## config.mk

```make
export PLATFORM = sky130hd
export DESIGN_NAME = vedic_seq_divider
export DESIGN_NICKNAME = d
export VERILOG_FILES = /design/src/rtl/vedic_seq_divider.sv
export SDC_FILE = /design/constraint.sdc
export NUM_CORES = 1
export LEC_CHECK = 0
export BUFFER_PORTS_ARGS = -buffer_cell sky130_fd_sc_hd__buf_2
export CAP_MARGIN = 40
export CORE_UTILIZATION = 45
export CTS_CLUSTER_DIAMETER = 30
export DETAILED_ROUTE_END_ITERATION = 8
export PLACE_DENSITY = 0.76
export SLEW_MARGIN = 20
export SYNTH_ARGS = -nofsm -noshare
export SYNTH_HDL_FRONTEND = slang
export SYNTH_SLANG_ARGS = --single-unit
```

## constraint.sdc

```tcl
create_clock -name clk -period 7.04 [get_ports clk]
set_clock_uncertainty 0.05 [all_clocks]
set_input_delay 0.352 -clock clk [delete_from_list [all_inputs] [get_ports clk]]
set_output_delay 0.352 -clock clk [all_outputs]
set_load 0.03 [all_outputs]
```

## src/rtl/vedic_seq_divider.sv

```systemverilog
// Iterative restoring divider: one shift-subtract step per clock, valid/ready on both sides.
// Optional two's-complement operation is enabled by defining VEDIC_DIV_SIGNED_EN.
module vedic_seq_divider #(
    parameter int DIVIDER_WIDTH = 32
) (
    input  logic                     clk,
    input  logic                     rst,
    input  logic                     in_valid,
    output logic                     in_ready,
    input  logic [DIVIDER_WIDTH-1:0] dividend_div,
    input  logic [DIVIDER_WIDTH-1:0] divisor_div,
    output logic                     out_valid,
    input  logic                     out_ready,
    output logic [DIVIDER_WIDTH-1:0] quotient_div,
    output logic [DIVIDER_WIDTH-1:0] remainder_div,
    output logic                     div_by_zero
);
    localparam int W  = DIVIDER_WIDTH;
    localparam int CW = $clog2(W + 1);

    typedef enum logic [1:0] {IDLE, RUN, FIX, DONE} state_t;

    state_t         state;
    logic [W-1:0]   dvd;
    logic [W-1:0]   dvs;
    logic [W-1:0]   rem;
    logic [CW-1:0]  cnt;
    logic [W:0]     shifted;
    logic [W:0]     diff;
    logic           qbit;
    logic [W-1:0]   q_next;
    logic [W-1:0]   r_next;
    logic [W-1:0]   a_in;
    logic [W-1:0]   b_in;

`ifdef VEDIC_DIV_SIGNED_EN
    logic           qneg;
    logic           rneg;

    always_comb begin
        a_in = dividend_div[W-1] ? -dividend_div : dividend_div;
        b_in = divisor_div[W-1] ? -divisor_div : divisor_div;
    end
`else
    always_comb begin
        a_in = dividend_div;
        b_in = divisor_div;
    end
`endif

    // Quotient bits shift into the dividend register as its bits are consumed.
    always_comb begin
        shifted = {rem, dvd[W-1]};
        diff    = shifted - {1'b0, dvs};
        qbit    = ~diff[W];
        q_next  = {dvd[W-2:0], qbit};
        r_next  = qbit ? diff[W-1:0] : shifted[W-1:0];
    end

    always_ff @(posedge clk) begin
        if (rst) begin
            state         <= IDLE;
            in_ready      <= 1'b1;
            out_valid     <= 1'b0;
            quotient_div  <= '0;
            remainder_div <= '0;
            div_by_zero   <= 1'b0;
            cnt           <= '0;
            dvd           <= '0;
            dvs           <= '0;
            rem           <= '0;
`ifdef VEDIC_DIV_SIGNED_EN
            qneg          <= 1'b0;
            rneg          <= 1'b0;
`endif
        end else begin
            unique case (state)
                IDLE: begin
                    if (in_valid) begin
                        in_ready <= 1'b0;
                        if (divisor_div == '0) begin
                            quotient_div  <= '1;
                            remainder_div <= dividend_div;
                            div_by_zero   <= 1'b1;
                            out_valid     <= 1'b1;
                            state         <= DONE;
                        end else begin
                            dvd   <= a_in;
                            dvs   <= b_in;
                            rem   <= '0;
                            cnt   <= CW'(W);
                            state <= RUN;
`ifdef VEDIC_DIV_SIGNED_EN
                            qneg  <= dividend_div[W-1] ^ divisor_div[W-1];
                            rneg  <= dividend_div[W-1];
`endif
                        end
                    end
                end
                RUN: begin
                    dvd <= q_next;
                    rem <= r_next;
                    cnt <= cnt - 1'b1;
                    if (cnt == CW'(1)) begin
`ifdef VEDIC_DIV_SIGNED_EN
                        state         <= FIX;
`else
                        quotient_div  <= q_next;
                        remainder_div <= r_next;
                        div_by_zero   <= 1'b0;
                        out_valid     <= 1'b1;
                        state         <= DONE;
`endif
                    end
                end
`ifdef VEDIC_DIV_SIGNED_EN
                FIX: begin
                    quotient_div  <= qneg ? -dvd : dvd;
                    remainder_div <= rneg ? -rem : rem;
                    div_by_zero   <= 1'b0;
                    out_valid     <= 1'b1;
                    state         <= DONE;
                end
`endif
                DONE: begin
                    if (out_ready) begin
                        out_valid <= 1'b0;
                        in_ready  <= 1'b1;
                        state     <= IDLE;
                    end
                end
                default: begin
                    state <= IDLE;
                end
            endcase
        end
    end
endmodule

```

Word-level counts from Yosys, hierarchy flattened
Cells that the tools add are included.

Register bits after elaboration: 171. Bits in latches: 0. Memory bits (writable): 0. Memory bits (read-only): 0. Bits of input ports: 68. Output and inout bits: 67. Logic and storage cells: 66. Memories kept: 0.

$add $sub $neg: 2. Multiply operators: 0. Divide/modulo/power cells: 0. Magnitude comparators: 0. Equality and inequality tests: 8. Shift operators: 0. Muxes and demuxes: 33. Bitwise gates (word level): 2. Reduce and logical (&&, ||, !) cells: 11.

Operators by type and width (number): 2-to-1 mux 32 bit (11); case mux 32 bit (2 select lines) (4); subtractor 33 x 32 -> 33 bit (1); logical NOT 32 bit (1); 2-to-1 mux 6 bit (2); case mux 6 bit (2 select lines) (1); AND reduction 3 bit (4); != test 2 bit (second input constant) (5); 2-to-1 mux 2 bit (4); 2-to-1 mux 1 bit (7); equality test 6 x 1 -> 1 bit (second input constant) (1); case mux 2 bit (3 select lines) (1); subtractor 6 x 1 -> 6 bit (second input constant) (1); AND reduction 5 bit (1); case mux 1 bit (2 select lines) (2); AND reduction 4 bit (1); nonzero test 2 bit (2); case mux 1 bit (3 select lines) (1); nonzero test 3 bit (1); equality test 2 x 1 -> 1 bit (second input constant) (1); equality test 2 bit (second input constant) (1); logical NOT 2 bit (1); NOT 1 bit (2).

Longest topological paths before layout
Depth after elaboration: 4. Gate-level depth with buffers: 15. Mapped depth without buffers: 13.

Worst setup path before layout
No wires, ideal clock.

Path kind: register to register. From: register dvd[31]. To: register rem[20]. Library setup time: 128 ps. Arrival time: 3106 ps. Path slack: 3756 ps. Stages on the path, launching flop included: 15. Period minus slack after synthesis: 3284 ps. Cell sequence: dfxtp_1 inv_1 ha_1 fa_1 nand2b_1 a21oi_1 o21a_1 a2111oi_2 or3_4 a21oi_4 xnor2_4 buf_6 mux2_2 a22oi_1 nor2_1.

Cells in the longest elaborated chain, start to end: 3.

RTL lines: start: declaration (line 24) `logic [W-1:0] dvd;`; start signal: assignment (line 88) `dvd <= a_in;`; start signal: assignment (line 101) `dvd <= q_next;`; subtractor 33 x 32 -> 33 bit (line 54) `diff = shifted - {1'b0, dvs};`; 2-to-1 mux 32 bit (line 57) `r_next = qbit ? diff[W-1:0] : shifted[W-1:0];`; case mux 32 bit (2 select lines) (line 77) `unique case (state)`; end signal: assignment (line 102) `rem <= r_next;`; end: declaration (line 26) `logic [W-1:0] rem;`.

Every way passes these cells. A chain may end at the register's enable or synchronous reset.

Worst setup path in the final report
From: register dvd[31]. To: register remainder_div[16].

Cells in the longest elaborated chain, start to end: 4.

RTL lines: subtractor 33 x 32 -> 33 bit (line 54); 2-to-1 mux 32 bit (line 57); 2-to-1 mux 32 bit (line 104) `if (cnt == CW'(1)) begin`; case mux 32 bit (2 select lines) (line 77); end signal: assignment (line 83) `remainder_div <= dividend_div;`; end signal: assignment (line 109) `remainder_div <= r_next;`; end: declaration (line 15) `output logic [DIVIDER_WIDTH-1:0] remainder_div,`.

Every way passes these cells. The select of a mux whose other input is x is not followed.

==> metrics.txt <==
DP HPWL 16.0 mm; CTS Hold Bufs 0; Total Nets Final 1,257; gr usage total 0.228; non-filler cells in the finished layout 1,396; Initial Util 0.466; Max H-tree Level 4; max cap viols 0; leakage power 4.33 nW; CP peak stage delay 0.43 ns; final WL 22.1 mm; Setup TNS Final 0 ns; most common cell after layout, fill and taps aside nor2_1; largest net degree at the start of global routing 76; Synth Instances 1,054; gr ovfl total 0; Final Setup Violations 0; post-synthesis instance area 0.00849 mm^2; RSZ-0062 raised after global routing no; maximum fanout along the worst path 24; # clock sinks 171; syn avg cell area 8.06 um^2; vias post-DR 7,706; critical path arrival 4.01 ns; post-place instance area 0.00937 mm^2; Tmin final 3.77 ns; number of DRC markers in iteration 0 505; Clock Tree Buf Depth 2; Mapped Nets 1,157; Cell Rows 49; Reg area 0.00342 mm^2; Worst-Skew Late Latency 0.43 ns; CP endpoint kind flip-flop; min-delay src out_ready; Post-synth EDFFs 0; Netlist cell types 55; most area-hungry cell type in the Yosys netlist dfxtp_1; Slew @ Worst Pin 0.769 ns; Multi-input gate area 0.00468 mm^2; CP required 7.27 ns; number of routed nets with antenna violations 0; met2 GRT Util 0.338; top cell family by delay on the critical path compound AO/OA/AOI/OAI gates; slowest stage cell, crit path or3_4; Root Buffer clkbuf_16; Top FF cell, synth dfxtp_1; DR WL/cell 15.8 um; CTS tree built; Core ar. 0.0182 mm^2; port bufs 134; reg2reg start dvd[31]; reg2reg end remainder_div[16]; most used routing layer met2; Inst Count DP 1,364; placer congestion estimate 0.910; reg2reg path depth 14; final hold violations 0; Hold Path End out_valid; Ant. Diodes 0; PwrDens 539 mW/mm^2; Cell Chain, Critical Path inv_1 > ha_1 > fa_1 > nand2b_1 > a21oi_1 > o21a_1 > a2111oi_2 > or3_4 > a21oi_4 > xnor2_4 > buf_16 > mux2_2 > nand2_1 > a311oi_1; worst path buffer plus inverter count 2; peak supply drop 0.000482 V; met1 Usage GRT 0.335; global-route wire length before repair 35.7 mm; most frequent cells in the layout nor2_1 (200), dfxtp_1 (171), nand2_1 (141); CTS buffer count 17; area delta synth->final 17.6%; status complete, no violations; Slew Limit Headroom 0.483; flop-to-flop setup slack 3.27 ns; residual DRC count 0; Die Width 139 um; Slew Viols, Final 0; HP Class in2reg; Die Y 139 um; Worst setup SP type flip-flop; FF+latch count, synth 171; top cells by area, synth dfxtp_1 (40%), nor2_1 (8.9%), nand2_1 (6.2%); vias in the first global route 6,942; Clock transition at path regs 0.07 ns; period utilization 0.536; cts repair resizes 0; Post-CTS Repair Setup Buffers 0; hold path depth 2; post-synthesis sequential area ratio 0.403; fmax 0.265 GHz; die area 0.0194 mm^2; Filler cells 1,679; Async SR Flop Fraction 0; yosys warns 0; antenna violations before repair 0; design area 0.00999 mm^2; critical path class reg2reg; I/O pin cnt 135; post-DR vias/cell 5.52; post-synth top area share 0.403; drt pass-1 iters 5; met3 Use GR 0.0323; share of cells above drive strength 1 0.172
per-stage QoR:
stage                     worst slack [ns]  power [mW]  hold slack, ns  utilization
after floorplan                       3.76        3.68           0.398            -
after global placement                3.23        4.22           0.420        0.510
after detailed placement              3.30        4.34           0.424        0.515
after CTS                             3.28        5.35          0.0891        0.549
after global routing                  3.07        5.73           0.112        0.549
final                                 3.27        5.38           0.103        0.549
synthesized netlist by cell type (all sizes together) (10+ instances only):
cell and instances:
a211oi 14, a21o 12, a21oi 67, a311oi 56, buf 12, clkbuf 53, dfxtp 171, ha 34
inv 42, mux2 19, mux2i 38, nand2 141, nor2 202, nor3 44, nor4 10, o21ai 30
xnor2 23, xor2 10
cell type report:
| cell class | count | area share |
|---|---|---|
| Clock buffer | 18 | 0.0430 |
| Clock inverter | 14 | 0.0190 |
| Inverter | 42 | 0.0158 |
| Multi-Input combinational cell | 776 | 0.469 |
| Sequential cell | 171 | 0.343 |
| Tap cell | 229 | 0.0287 |
| Timing Repair Buffer | 146 | 0.0824 |
state kept, by name, summed over array words and instances, names as in the netlist:
name           count
dvd               32
dvs               32
quotient_div      32
rem               32
remainder_div     32
cnt                6
state              2
div_by_zero        1
in_ready           1
out_valid          1
how the worst max path moves through the flow:
stage          slack (ns)  cells past startpoint    start           endpoint
6_report             3.27                     14  dvd[31]  remainder_div[16]
5_1_grt              3.07                     14  dvd[31]  remainder_div[16]
4_1_cts              3.28                     14  dvd[31]  remainder_div[16]
3_5_place_dp         3.30                     14  dvd[31]  remainder_div[16]
3_3_place_gp         3.23                     12   dvs[5]  remainder_div[20]
2_1_floorplan        3.76                     14  dvd[31]            rem[20]
report_power, final:
group	total, mW	switching [mW]	internal [mW]	leakage, nW
registers	1.24	0.132	1.11	1.40
logic	3.16	1.76	1.40	2.64
clock network	0.987	0.420	0.567	0.296
worst reg2reg max path, cell delays in order, from the launching register on:
cell and delay, ns:
dfxtp_1 0.37, inv_1 0.06, ha_1 0.22, fa_1 0.40, nand2b_1 0.18, a21oi_1 0.24
o21a_1 0.27, a2111oi_2 0.10, or3_4 0.43, a21oi_4 0.22, xnor2_4 0.28, buf_16 0.24
mux2_2 0.35, nand2_1 0.10, a311oi_1 0.11
kinds of logic (layout without fill, tap and decap cells):
kind of cell             after synthesis  in the layout  synth area share
flip-flops                           171            171             0.403
buffers and inverters                107            220            0.0502
AO/OA/AOI/OAI                        223            223             0.180
multiplexers                          57             57            0.0700
XOR/XNOR                              33             33            0.0362
adder cells (fa/ha/maj)               35             35            0.0524
AND/OR/NAND/NOR                      428            428             0.208
layer usage:
| layer | vias to the layer above | wire length (um) |
|---|---|---|
| met4 | 0 | 384 |
| met2 | 219 | 9400 |
| met5 | - | 0 |
| li1 | 3882 | - |
| met1 | 3581 | 11100 |
| met3 | 24 | 1220 |
Power figures use the tool's default switching activity.
